File: src/rtl/booth_radix4_seq.sv
// Sequential radix-4 Booth multiplier: one Booth digit per clock, signed or
// unsigned operands per operation, valid/ready handshakes on both sides.
module booth_radix4_seq #(
    parameter int unsigned WIDTH = 6
) (
    input  logic                 clk,
    input  logic                 rst_n,
    input  logic                 in_valid,
    output logic                 in_ready,
    input  logic [WIDTH-1:0]     in1,
    input  logic [WIDTH-1:0]     in2,
    input  logic                 in_signed,
    output logic                 out_valid,
    input  logic                 out_ready,
    output logic [2*WIDTH-1:0]   out,
    output logic                 busy
);

    localparam int unsigned EXT   = WIDTH + 2 + (WIDTH % 2);
    localparam int unsigned STEPS = EXT / 2;
    localparam int unsigned PW    = 2 * WIDTH;
    localparam int unsigned AW    = 2 * EXT;
    localparam int unsigned CW    = (STEPS > 1) ? $clog2(STEPS) : 1;

    localparam logic [1:0] IDLE = 2'd0;
    localparam logic [1:0] RUN  = 2'd1;
    localparam logic [1:0] DONE = 2'd2;

    logic [1:0]    state, state_nxt;
    logic [AW-1:0] a_q, a_d;        // multiplicand, pre-shifted by 2i
    logic [EXT-1:0] m_q, m_d;       // multiplier, shifted right by 2i
    logic          mprev_q, mprev_d; // m[2i-1]
    logic [AW-1:0] acc_q, acc_d;
    logic [CW-1:0] cnt_q, cnt_d;
    logic [PW-1:0] out_d;
    logic [AW-1:0] sel;
    logic          accept;
    logic          ext1, ext2;

    assign in_ready = (state == IDLE) | ((state == DONE) & out_ready);
    assign accept   = in_valid & in_ready;
    assign ext1     = in_signed & in1[WIDTH-1];
    assign ext2     = in_signed & in2[WIDTH-1];

    // Next-state, Booth digit selection and datapath updates
    always_comb begin
        state_nxt = state;
        a_d       = a_q;
        m_d       = m_q;
        mprev_d   = mprev_q;
        acc_d     = acc_q;
        cnt_d     = cnt_q;
        out_d     = out;
        sel       = '0;

        case ({m_q[1:0], mprev_q})
            3'b001, 3'b010: sel = a_q;
            3'b011:         sel = AW'(a_q << 1);
            3'b100:         sel = AW'(-(a_q << 1));
            3'b101, 3'b110: sel = AW'(-a_q);
            default:        sel = '0;
        endcase

        case (state)
            IDLE: begin
                if (accept) state_nxt = RUN;
            end
            RUN: begin
                acc_d   = acc_q + sel;
                a_d     = AW'(a_q << 2);
                m_d     = EXT'(m_q >> 2);
                mprev_d = m_q[1];
                cnt_d   = cnt_q + CW'(1);
                if (cnt_q == CW'(STEPS - 1)) begin
                    state_nxt = DONE;
                    out_d     = acc_d[PW-1:0];
                    cnt_d     = '0;
                end
            end
            DONE: begin
                if (out_ready) state_nxt = in_valid ? RUN : IDLE;
            end
            default: state_nxt = IDLE;
        endcase

        // Operand capture; extension makes unsigned operands positive in EXT bits
        if (accept) begin
            a_d     = {{(AW - WIDTH){ext1}}, in1};
            m_d     = {{(EXT - WIDTH){ext2}}, in2};
            mprev_d = 1'b0;
            acc_d   = '0;
            cnt_d   = '0;
        end
    end

    // State, datapath and registered outputs
    always_ff @(posedge clk or negedge rst_n) begin
        if (!rst_n) begin
            state     <= IDLE;
            a_q       <= '0;
            m_q       <= '0;
            mprev_q   <= 1'b0;
            acc_q     <= '0;
            cnt_q     <= '0;
            out       <= '0;
            out_valid <= 1'b0;
            busy      <= 1'b0;
        end else begin
            state     <= state_nxt;
            a_q       <= a_d;
            m_q       <= m_d;
            mprev_q   <= mprev_d;
            acc_q     <= acc_d;
            cnt_q     <= cnt_d;
            out       <= out_d;
            out_valid <= (state_nxt == DONE);
            busy      <= (state_nxt == RUN);
        end
    end

endmodule

File: config.mk
export PLATFORM = sky130hd
export DESIGN_NAME = booth_radix4_seq
export DESIGN_NICKNAME = d
export VERILOG_FILES = /design/src/rtl/booth_radix4_seq.sv
export SDC_FILE = /design/constraint.sdc
export NUM_CORES = 1
export LEC_CHECK = 0
export CORE_ASPECT_RATIO = 0.8
export CORE_UTILIZATION = 45
export CTS_CLUSTER_DIAMETER = 100
export DETAILED_ROUTE_END_ITERATION = 12
export DONT_BUFFER_PORTS = 1
export PLACE_DENSITY = 0.59
export SLEW_MARGIN = 20
export SYNTH_ARGS = -nofsm -noshare
export SYNTH_HDL_FRONTEND = slang
export SYNTH_SLANG_ARGS = --single-unit
File: constraint.sdc
create_clock -name clk -period 3.5 [get_ports clk]
set_input_delay 0.7 -clock clk [delete_from_list [all_inputs] [get_ports clk]]
set_output_delay 0.7 -clock clk [all_outputs]
set_load 0.02 [all_outputs]
==> metrics.txt, run 1 <==
# TYPE chip_impl_metric gauge
chip_impl_metric{name="clock_sinks",unit=""} 50
chip_impl_metric{name="synthesis.nets",unit=""} 394
chip_impl_metric{name="asyncSetResetFlopFracSynth",unit="%"} 100
chip_impl_metric{name="drt_drc_violations_left",unit=""} 0
chip_impl_info{name="critical_path.reg2reg.startpoint",value="a_q[0]"} 1
chip_impl_metric{name="placeableCoreArea",unit="µm²"} 6570
chip_impl_metric{name="critPathRequiredTime",unit="ps"} 3730
chip_impl_metric{name="synthesis.area_per_instance",unit="µm²"} 8.65
chip_impl_metric{name="initial_antenna_violation_count",unit=""} 0
chip_impl_metric{name="setup_tns",unit="ps"} 0
chip_impl_metric{name="timing.critical_path.fanout_max",unit=""} 3
chip_impl_metric{name="insertion_delay",unit="ps"} 310
chip_impl_metric{name="clkTransAtPathRegs",unit="ps"} 100
chip_impl_metric{name="chipHeight",unit="µm"} 76.7
chip_impl_metric{name="finish.net_count",unit=""} 415
chip_impl_metric{name="groute.usage.overall",unit="%"} 21.5
chip_impl_info{name="rsz0062_at_grt",value="true"} 1
chip_impl_metric{name="ctsHoldBuffers",unit=""} 0
chip_impl_metric{name="detail_route.first_pass.iterations",unit=""} 4
chip_impl_metric{name="area_growth_synth_to_finish",unit="%"} 16.1
chip_impl_metric{name="synth-edff-count",unit=""} 0
chip_impl_metric{name="post_synth_instance_area",unit="µm²"} 3140
chip_impl_metric{name="timing.fmax",unit="MHz"} 288
chip_impl_metric{name="yosys.cell_types.count",unit=""} 55
chip_impl_info{name="cts-root-buf",value="sky130_fd_sc_hd__clkbuf_8"} 1
chip_impl_info{name="layout_commonest_cell",value="sky130_fd_sc_hd__nand2_1"} 1
chip_impl_metric{name="routabilityCongestion",unit=""} 0.911
chip_impl_info{name="path_class",value="reg -> reg"} 1
chip_impl_info{name="setup.worst_path.end_class",value="flip-flop"} 1
chip_impl_metric{name="cts_inserted_buffers",unit=""} 5
chip_impl_info{name="final_cell_mix",value="66 x sky130_fd_sc_hd__nand2_1, 50 x sky130_fd_sc_hd__dfrtp_1, 38 x sky130_fd_sc_hd__buf_4"} 1
chip_impl_metric{name="dp_hpwl",unit="µm"} 5300
chip_impl_info{name="crit_path_start",value="a_q[0]"} 1
chip_impl_metric{name="cts_max_path_buffers",unit=""} 2
chip_impl_metric{name="cts.htree.levels",unit=""} 2
chip_impl_info{name="post_synth_main_area_contributors",value="sky130_fd_sc_hd__dfrtp_1 40%, sky130_fd_sc_hd__nand2_1 8.0%, sky130_fd_sc_hd__o21ai_0 5.3%"} 1
chip_impl_metric{name="synthCells",unit=""} 363
chip_impl_metric{name="worst_slew_margin_rel",unit="%"} 34.7
chip_impl_info{name="tritoncts_clock_tree",value="done"} 1
chip_impl_metric{name="max_clock_skew",unit="ps"} 7.20
chip_impl_metric{name="grt_first_pass_wirelength",unit="µm"} 12400
chip_impl_metric{name="max_slew.worst_pin.slew",unit="ps"} 980
chip_impl_metric{name="routed_wl",unit="µm"} 7590
chip_impl_metric{name="fp.dieW",unit="µm"} 95.4
chip_impl_info{name="result_of_the_run",value="finished clean"} 1
chip_impl_metric{name="avgViaCountPerCell",unit=""} 5.79
chip_impl_metric{name="finalHoldViolations",unit=""} 0
chip_impl_metric{name="final_setup_margin",unit="ps"} 28.9
chip_impl_metric{name="grt_start_max_net_pins",unit=""} 51
chip_impl_metric{name="regArea",unit="µm²"} 1250
chip_impl_metric{name="final_min_period_over_clock_period",unit="%"} 99.2
chip_impl_metric{name="combined_area_of_the_multi_input_logic_cells",unit="µm²"} 1880
chip_impl_metric{name="buffer_ports.inserted",unit=""} 0
chip_impl_metric{name="antennaDiodeCount",unit=""} 0
chip_impl_metric{name="layout_cells_sized_above_1",unit="%"} 22.9
chip_impl_metric{name="detail-route-antenna-nets",unit=""} 0
chip_impl_metric{name="final_layout_fill_cell_count",unit=""} 624
chip_impl_metric{name="ys_warn_count",unit=""} 0
chip_impl_info{name="ys_dominant_reg_cell",value="sky130_fd_sc_hd__dfrtp_1"} 1
chip_impl_info{name="setup.worst_path.start_class",value="flip-flop"} 1
chip_impl_metric{name="period_needed",unit="ps"} 3470
chip_impl_metric{name="max-cap-violations",unit=""} 0
chip_impl_metric{name="worst_ep_arrival_time",unit="ps"} 3700
chip_impl_metric{name="proportion_of_netlist_area_held_by_the_largest_area_contributor",unit="%"} 39.8
chip_impl_metric{name="finalSetupViolations",unit=""} 0
chip_impl_info{name="synthDominantAreaCellType",value="sky130_fd_sc_hd__dfrtp_1"} 1
chip_impl_metric{name="detail_route.iter0.violations",unit=""} 130
chip_impl_metric{name="grt_remaining_overflow",unit=""} 0
chip_impl_metric{name="initial_utilization",unit="%"} 47.8
chip_impl_metric{name="io_pins",unit=""} 32
chip_impl_metric{name="grt_pass1_vias",unit=""} 2488
chip_impl_metric{name="maxSlewViolCount",unit=""} 0
chip_impl_metric{name="post-place-ws",unit="ps"} -71.3
chip_impl_metric{name="core.rowCount",unit=""} 26
chip_impl_metric{name="detailroute.via_count",unit=""} 2711
chip_impl_info{name="hold_path_class",value="in -> async"} 1
chip_impl_metric{name="die-area",unit="µm²"} 7320
chip_impl_metric{name="ys_seq_area_share",unit="%"} 39.8
chip_impl_metric{name="avgRoutedWirePerCell",unit="µm"} 16.2
chip_impl_metric{name="synth.ff_latch_count",unit=""} 50
[stage by stage]
stage	util, %	cell area [µm²]	hold WS (ps)	std cells
floorplan	-	3140	404	363
global placement	51.3	3370	406	453
detailed placement	51.4	3370	406	453
CTS	53.2	3490	67.2	461
global route	55.5	3650	55.9	468
finish	55.5	3650	72.0	468
[timing repair]
item	in CTS	in global routing
pin swaps	1	17
buffers inserted	1	7
gates cloned	0	0
endpoints found under the setup margin	6	8
gates resized for setup	8	33
[kinds of logic (layout without fill, tap and decap cells)]
kind of cell	count (synthesis)	after routing	share of synthesized area (%)
xor gates and xnor gates	18	18	5.70
AOI/OAI and AO/OA	121	121	24.4
buffers and inverters	33	54	4.38
DFF	50	50	39.8
muxes	3	3	1.04
and+or+nand+nor	124	124	18.9
adders and majority gates	14	14	5.81
[cells in the mapped netlist (all sizes together) (3+ instances only)]
master	number
a21oi	23
o22ai	11
ha	13
or2	4
nand3	3
xnor2	9
a221oi	4
or4	4
dfrtp	50
nor2b	4
o31ai	4
buf	5
nor3	5
nand2b	8
a22oi	15
a211oi	5
a21o	6
nand2	67
or3	3
a31oi	3
nor4	3
clkbuf	20
nor2	14
inv	7
o21ai	35
xor2	8
and2	6
[layout make-up]
cell class	instances	area share (%)
timing repair buffer	39	8.13
sequential	50	34.3
clock inverter	2	0.377
clock buffer	5	1.89
inverter	8	0.823
tap	84	2.88
multi-input combinational	280	51.6
[sequential cells by signal (all words and copies together) (netlist names)]
name,flops
cnt_q,2
acc_q,12
out,12
state,2
m_q,7
out_valid,1
busy,1
mprev_q,1
a_q,12
[routing by layer]
metal	GRT usage [%]	share of wire [%]	up-vias	routed length, µm
met5	0	0	-	0
met4	4.03	0.54	0	41
met3	3.57	4.1	4	308
met2	32.4	45	56	3450
met1	32.6	50	1304	3790
li1	-	-	1347	-
[critical path, cell delays in order, from the launching register on]
cell	delay, ps
sky130_fd_sc_hd__dfrtp_1	430
sky130_fd_sc_hd__buf_6	130
sky130_fd_sc_hd__or4_4	420
sky130_fd_sc_hd__or2_4	240
sky130_fd_sc_hd__or4_4	430
sky130_fd_sc_hd__xnor2_2	150
sky130_fd_sc_hd__nor2_1	60
sky130_fd_sc_hd__o311ai_1	250
sky130_fd_sc_hd__o21ai_1	110
sky130_fd_sc_hd__ha_2	180
sky130_fd_sc_hd__or4_4	430
sky130_fd_sc_hd__o21ai_4	180
sky130_fd_sc_hd__xnor3_1	270
sky130_fd_sc_hd__o21ai_1	120
[worst paths after layout]
check,end,slack [ps],cells past startpoint
max,out[11],30,13
min,out[9],70,0
max reg2reg,out[11],30,13
min reg2reg,m_q[2],490,2
max in group asynchronous,acc_q[1],3330,0
min in group clk,m_q[2],490,2
Power of run 1 is not shown: default switching activity piles up to over one toggle a cycle in this logic, so the estimate is an artifact.
==> run 2: changes to the inputs <==
Settings changed: ABC_AREA from default to 0, CORE_UTILIZATION 45 to 50, PLACE_DENSITY 0.59 to default, PLACE_DENSITY_LB_ADDON from default to 0.25.
==> metrics.txt, run 2 (same netlist as run 1, synthesis figures left out) <==
# TYPE chip_impl_metric gauge
chip_impl_metric{name="cts.htree.levels",unit=""} 2
chip_impl_metric{name="final_min_period_over_clock_period",unit="%"} 102
chip_impl_info{name="slowest_stage",value="sky130_fd_sc_hd__or4_4"} 1
chip_impl_metric{name="drt_drc_violations_left",unit=""} 0
chip_impl_info{name="setup.worst_path.start_class",value="flip-flop"} 1
chip_impl_metric{name="avgViaCountPerCell",unit=""} 5.85
chip_impl_info{name="final_cell_mix",value="67 x sky130_fd_sc_hd__nand2_1, 50 x sky130_fd_sc_hd__dfrtp_1, 33 x sky130_fd_sc_hd__buf_4"} 1
chip_impl_info{name="hold_path_class",value="in -> async"} 1
chip_impl_metric{name="antennaDiodeCount",unit=""} 0
chip_impl_metric{name="detail-route-antenna-nets",unit=""} 0
chip_impl_metric{name="layout_cells_sized_above_1",unit="%"} 18.7
chip_impl_metric{name="grt_start_max_net_pins",unit=""} 51
chip_impl_metric{name="core.rowCount",unit=""} 25
chip_impl_info{name="tritoncts_clock_tree",value="done"} 1
chip_impl_metric{name="cts_inserted_buffers",unit=""} 5
chip_impl_metric{name="cts_max_path_buffers",unit=""} 2
chip_impl_metric{name="placement.cell_area",unit="µm²"} 3350
chip_impl_metric{name="placeableCoreArea",unit="µm²"} 5970
chip_impl_info{name="worstPathCellList",value="or4_4 -> or2_4 -> or4_4 -> xnor2_4 -> nor2_1 -> o311ai_1 -> o21ai_1 -> ha_2 -> or4_4 -> o21ai_4 -> o21ai_1 -> nor2b_1 -> o211ai_1"} 1
chip_impl_metric{name="finalSetupViolations",unit=""} 1
chip_impl_metric{name="groute.usage.overall",unit="%"} 24.1
chip_impl_info{name="setup.worst_path.end_class",value="flip-flop"} 1
chip_impl_metric{name="maxSlewViolCount",unit=""} 0
chip_impl_info{name="failed_checks",value="negative setup slack"} 1
chip_impl_metric{name="initial_utilization",unit="%"} 52.6
chip_impl_metric{name="initial_antenna_violation_count",unit=""} 0
chip_impl_metric{name="detailroute.via_count",unit=""} 2692
chip_impl_metric{name="insertion_delay",unit="ps"} 320
chip_impl_metric{name="final_area",unit="µm²"} 3600
chip_impl_metric{name="die-area",unit="µm²"} 6610
chip_impl_metric{name="max-cap-violations",unit=""} 0
chip_impl_info{name="result_of_the_run",value="finished with violations"} 1
chip_impl_info{name="layout_commonest_cell",value="sky130_fd_sc_hd__nand2_1"} 1
chip_impl_metric{name="area_growth_synth_to_finish",unit="%"} 14.5
chip_impl_metric{name="avgRoutedWirePerCell",unit="µm"} 16.0
chip_impl_metric{name="fp.dieW",unit="µm"} 90.6
chip_impl_metric{name="io_pins",unit=""} 32
chip_impl_metric{name="final_setup_margin",unit="ps"} -78.1
chip_impl_metric{name="finish.net_count",unit=""} 409
chip_impl_metric{name="grt_pass1_vias",unit=""} 2648
chip_impl_metric{name="max_slew.worst_pin.slew",unit="ps"} 930
chip_impl_metric{name="clock_sinks",unit=""} 50
chip_impl_metric{name="crit_path_max_incr_delay",unit="ps"} 540
chip_impl_metric{name="max_clock_skew",unit="ps"} 5.85
chip_impl_metric{name="critPathRequiredTime",unit="ps"} 3740
chip_impl_metric{name="detail_route.iter0.violations",unit=""} 169
chip_impl_metric{name="routed_wl",unit="µm"} 7370
chip_impl_metric{name="utilization_after_layout",unit="%"} 60.2
chip_impl_metric{name="post-place-ws",unit="ps"} -120
chip_impl_metric{name="chipHeight",unit="µm"} 72.9
chip_impl_info{name="rsz0062_at_grt",value="true"} 1
chip_impl_metric{name="detail_route.first_pass.iterations",unit=""} 5
chip_impl_info{name="path_class",value="reg -> reg"} 1
chip_impl_info{name="critical_path.most_common_cell",value="sky130_fd_sc_hd__or4_4"} 1
chip_impl_info{name="largestRegisters",value="a_q (12), acc_q (12), out (12)"} 1
chip_impl_metric{name="clkTransAtPathRegs",unit="ps"} 90
chip_impl_metric{name="dp_hpwl",unit="µm"} 5200
chip_impl_metric{name="worst_slew_margin_rel",unit="%"} 38.0
chip_impl_metric{name="timing.critical_path.fanout_max",unit=""} 4
chip_impl_metric{name="grt_remaining_overflow",unit=""} 0
chip_impl_metric{name="grt_first_pass_wirelength",unit="µm"} 12500
chip_impl_metric{name="period_needed",unit="ps"} 3580
chip_impl_metric{name="timing.fmax",unit="MHz"} 279
chip_impl_info{name="cts-root-buf",value="sky130_fd_sc_hd__clkbuf_8"} 1
chip_impl_metric{name="finalHoldViolations",unit=""} 0
chip_impl_metric{name="buffer_ports.inserted",unit=""} 0
chip_impl_metric{name="routabilityCongestion",unit=""} 0.875
chip_impl_metric{name="worst_ep_arrival_time",unit="ps"} 3810
==> run 2: changes by cell type in the layout (fill, tap and decap cells not counted), moves of 2 or more <==
cell	previous run	this run
sky130_fd_sc_hd__buf_4	38	33
sky130_fd_sc_hd__a21oi_2	4	0
sky130_fd_sc_hd__inv_1	5	7
sky130_fd_sc_hd__o21ai_0	24	28
sky130_fd_sc_hd__o21ai_2	4	1
sky130_fd_sc_hd__inv_2	2	0
sky130_fd_sc_hd__a21oi_1	19	23
sky130_fd_sc_hd__xnor2_2	3	1
==> run 2: worst max-delay path: cells and delay by family, from the launching register on <==
family          cells  cell delay [ps]
simple gates        6             1880
xor+xnor            1              180
compound gates      5              810
flops               1              430
fa+ha+maj           1              190
==> run 2: final timing paths <==
kind | start | end | slack (ps) | cells past startpoint
setup / recovery | a_q[1] | acc_q[11] | -80 | 13
hold / removal | rst_n | out[10] | 70 | 0
setup reg to reg | a_q[1] | acc_q[11] | -80 | 13
hold reg to reg | m_q[3] | m_q[3] | 480 | 2
max in group asynchronous | rst_n | m_q[4] | 3340 | 0
min in group clk | m_q[3] | m_q[3] | 480 | 2
==> run 2: through the flow <==
step	setup TNS (ps)	cells	hold WS [ps]
finish	-78.1	460	65.2
global route	-1020	460	48.4
CTS	-40.6	458	54.6
detailed placement	-325	448	405
global placement	-29.1	448	405
floorplan	0	363	404
==> run 2: what timing repair did <==
item / 4_1_cts / 5_1_grt
hold buffers: 0 / 0
setup buffers: 2 / 2
pin swaps: 4 / 9
resized for setup: 9 / 16
setup endpoints to repair: 4 / 8
==> run 2: per-layer routing <==
| metal | GRT usage, % | part of all wire, % | routed length [µm] | vias up |
|---|---|---|---|---|
| met3 | 3.75 | 4.3 | 314 | 6 |
| met1 | 31.3 | 46 | 3370 | 1276 |
| met2 | 42.3 | 49 | 3620 | 72 |
| met5 | 0 | 0 | 0 | - |
| li1 | - | - | - | 1338 |
| met4 | 7.17 | 0.94 | 69 | 0 |
==> run 2: final cells by class <==
type / instances / area [µm²]
inverters: 8 / 30.0
repair buffers: 33 / 248
clock inverters: 1 / 8.76
clock buffers: 7 / 86.3
well taps: 81 / 101
multi-input cells: 280 / 1870
fillers: 510 / 2380
flip-flops and latches: 50 / 1250
Power of run 2 is left out for the same reason.
==> run 3: changes to the inputs <==
Settings changed: CELL_PAD_IN_SITES_DETAIL_PLACEMENT from default to 0, CELL_PAD_IN_SITES_GLOBAL_PLACEMENT from default to 1, CORE_UTILIZATION 50 to 44, TNS_END_PERCENT from default to 5.
==> metrics.txt, run 3 (same netlist as run 1, synthesis figures left out) <==
# TYPE chip_impl_metric gauge
chip_impl_info{name="failed_checks",value="negative setup slack"} 1
chip_impl_metric{name="routabilityCongestion",unit=""} 0.916
chip_impl_metric{name="use_met1",unit="%"} 30.5
chip_impl_metric{name="worst_slew_margin_rel",unit="%"} 36.4
chip_impl_metric{name="crit_path_max_incr_delay",unit="ps"} 520
chip_impl_metric{name="grt_remaining_overflow",unit=""} 0
chip_impl_info{name="final_cell_mix",value="67 x sky130_fd_sc_hd__nand2_1, 50 x sky130_fd_sc_hd__dfrtp_1, 36 x sky130_fd_sc_hd__buf_4"} 1
chip_impl_info{name="cts-root-buf",value="sky130_fd_sc_hd__clkbuf_8"} 1
chip_impl_info{name="path_class",value="reg -> reg"} 1
chip_impl_metric{name="clkTransAtPathRegs",unit="ps"} 100
chip_impl_metric{name="layout_cells_sized_above_1",unit="%"} 18.1
chip_impl_metric{name="period_needed",unit="ps"} 3520
chip_impl_metric{name="combined_area_of_the_multi_input_logic_cells",unit="µm²"} 1830
chip_impl_metric{name="detail_route.iter0.violations",unit=""} 93
chip_impl_metric{name="final_layout_fill_cell_count",unit=""} 688
chip_impl_info{name="critical_path.most_common_cell",value="sky130_fd_sc_hd__or4_4"} 1
chip_impl_info{name="rsz0062_at_grt",value="true"} 1
chip_impl_metric{name="fp.dieW",unit="µm"} 96.5
chip_impl_metric{name="max_slew.worst_pin.slew",unit="ps"} 954
chip_impl_metric{name="max-cap-violations",unit=""} 0
chip_impl_metric{name="insertion_delay",unit="ps"} 310
chip_impl_metric{name="initial_utilization",unit="%"} 45.6
chip_impl_metric{name="die-area",unit="µm²"} 7480
chip_impl_metric{name="cts_inserted_buffers",unit=""} 5
chip_impl_metric{name="dp_hpwl",unit="µm"} 5390
chip_impl_info{name="setup.worst_path.end_class",value="flip-flop"} 1
chip_impl_metric{name="chipHeight",unit="µm"} 77.6
chip_impl_metric{name="cts.htree.levels",unit=""} 2
chip_impl_metric{name="buffer_ports.inserted",unit=""} 0
chip_impl_metric{name="groute.usage.overall",unit="%"} 22.0
chip_impl_info{name="slowest_stage",value="sky130_fd_sc_hd__or4_4"} 1
chip_impl_metric{name="initial_antenna_violation_count",unit=""} 0
chip_impl_metric{name="grt_first_pass_wirelength",unit="µm"} 12900
chip_impl_metric{name="critPathRequiredTime",unit="ps"} 3730
chip_impl_metric{name="final_setup_margin",unit="ps"} -21.8
chip_impl_info{name="setup.worst_path.start_class",value="flip-flop"} 1
chip_impl_metric{name="final_min_period_over_clock_period",unit="%"} 101
chip_impl_metric{name="finish.net_count",unit=""} 412
chip_impl_metric{name="finalSetupViolations",unit=""} 1
chip_impl_metric{name="post-place-ws",unit="ps"} -73.1
chip_impl_info{name="tritoncts_clock_tree",value="done"} 1
chip_impl_metric{name="regArea",unit="µm²"} 1250
chip_impl_metric{name="antennaDiodeCount",unit=""} 0
chip_impl_metric{name="area_growth_synth_to_finish",unit="%"} 14.2
chip_impl_metric{name="grt.met3_usage",unit="%"} 5.39
chip_impl_info{name="global_route.peak_usage_layer",value="met2"} 1
chip_impl_metric{name="cts_max_path_buffers",unit=""} 2
chip_impl_metric{name="worst_ep_arrival_time",unit="ps"} 3750
chip_impl_metric{name="routed_wl",unit="µm"} 7500
chip_impl_metric{name="io_pins",unit=""} 32
chip_impl_metric{name="clock_sinks",unit=""} 50
chip_impl_metric{name="setup_tns",unit="ps"} -21.8
chip_impl_info{name="worstPathCellList",value="or4_4 -> or2_4 -> or4_4 -> xnor2_2 -> nor2_1 -> o311ai_1 -> o21ai_1 -> ha_2 -> or4_4 -> o21ai_4 -> buf_4 -> xnor3_1 -> o21ai_1"} 1
chip_impl_metric{name="drt_drc_violations_left",unit=""} 0
chip_impl_metric{name="avgViaCountPerCell",unit=""} 5.66
chip_impl_metric{name="ctsHoldBuffers",unit=""} 0
chip_impl_metric{name="detail-route-antenna-nets",unit=""} 0
chip_impl_metric{name="grt_pass1_vias",unit=""} 2650
chip_impl_metric{name="use_met2",unit="%"} 34.8
chip_impl_metric{name="core.rowCount",unit=""} 27
chip_impl_info{name="hold_path_class",value="in -> async"} 1
chip_impl_metric{name="max_clock_skew",unit="ps"} 14.3
chip_impl_info{name="largestRegisters",value="a_q (12), acc_q (12), out (12)"} 1
chip_impl_info{name="layout_commonest_cell",value="sky130_fd_sc_hd__nand2_1"} 1
chip_impl_metric{name="grt_start_max_net_pins",unit=""} 51
chip_impl_metric{name="timing.critical_path.fanout_max",unit=""} 4
chip_impl_metric{name="avgRoutedWirePerCell",unit="µm"} 16.0
chip_impl_metric{name="detailroute.via_count",unit=""} 2656
chip_impl_metric{name="detail_route.first_pass.iterations",unit=""} 4
chip_impl_metric{name="timing.fmax",unit="MHz"} 284
chip_impl_info{name="result_of_the_run",value="finished with violations"} 1
chip_impl_metric{name="maxSlewViolCount",unit=""} 0
chip_impl_metric{name="placeableCoreArea",unit="µm²"} 6890
chip_impl_metric{name="finalHoldViolations",unit=""} 0
==> run 3: what timing repair did <==
action | 4_1_cts | 5_1_grt
endpoints found under the setup margin | 1 | 8
gates resized for setup | 6 | 10
gates cloned | 0 | 0
pin swaps | 4 | 7
buffers inserted | 2 | 0
==> run 3: routing by layer <==
metal	up-vias	part of all wire, %
met4	0	0.97
met1	1266	48
met2	42	47
li1	1340	-
met5	-	0
met3	8	3.7
==> run 3: worst max-delay path: cells and delay by family, from the launching register on <==
family	cells	cell delay, ps
AO/OA/AOI/OAI	4	660
XOR/XNOR	2	360
adder cells (fa/ha/maj)	1	190
buffers and inverters	1	130
flip-flops	1	420
AND/OR/NAND/NOR	5	1680
==> run 3: stage by stage <==
stage               cells  hold slack, ps  util (%)  area [µm²]
CTS                   469            62.8      51.3        3530
detailed placement    459             405      49.3        3400
finish                469            73.2      52.1        3590
global placement      459             406      49.3        3400
floorplan             363             404         -        3140
global route          469            50.4      52.1        3590
==> run 3: worst paths after layout <==
path / start / endpoint / slack [ps] / cells past startpoint
max: a_q[1] / out[11] / -20 / 13
min: rst_n / a_q[5] / 70 / 0
max reg2reg: a_q[1] / out[11] / -20 / 13
min reg2reg: m_q[3] / m_q[3] / 490 / 2
max in group asynchronous: rst_n / acc_q[11] / 3300 / 0
min in group clk: m_q[3] / m_q[3] / 490 / 2
==> run 3: layout make-up <==
class                      count  area share [%]
timing repair buffer          36            7.53
clock buffer                   7            2.41
inverter                       8           0.837
tap                           87            3.03
multi-input combinational    280            51.1
clock inverter                 1           0.244
sequential                    50            34.9
Power of run 3 is left out for the same reason.
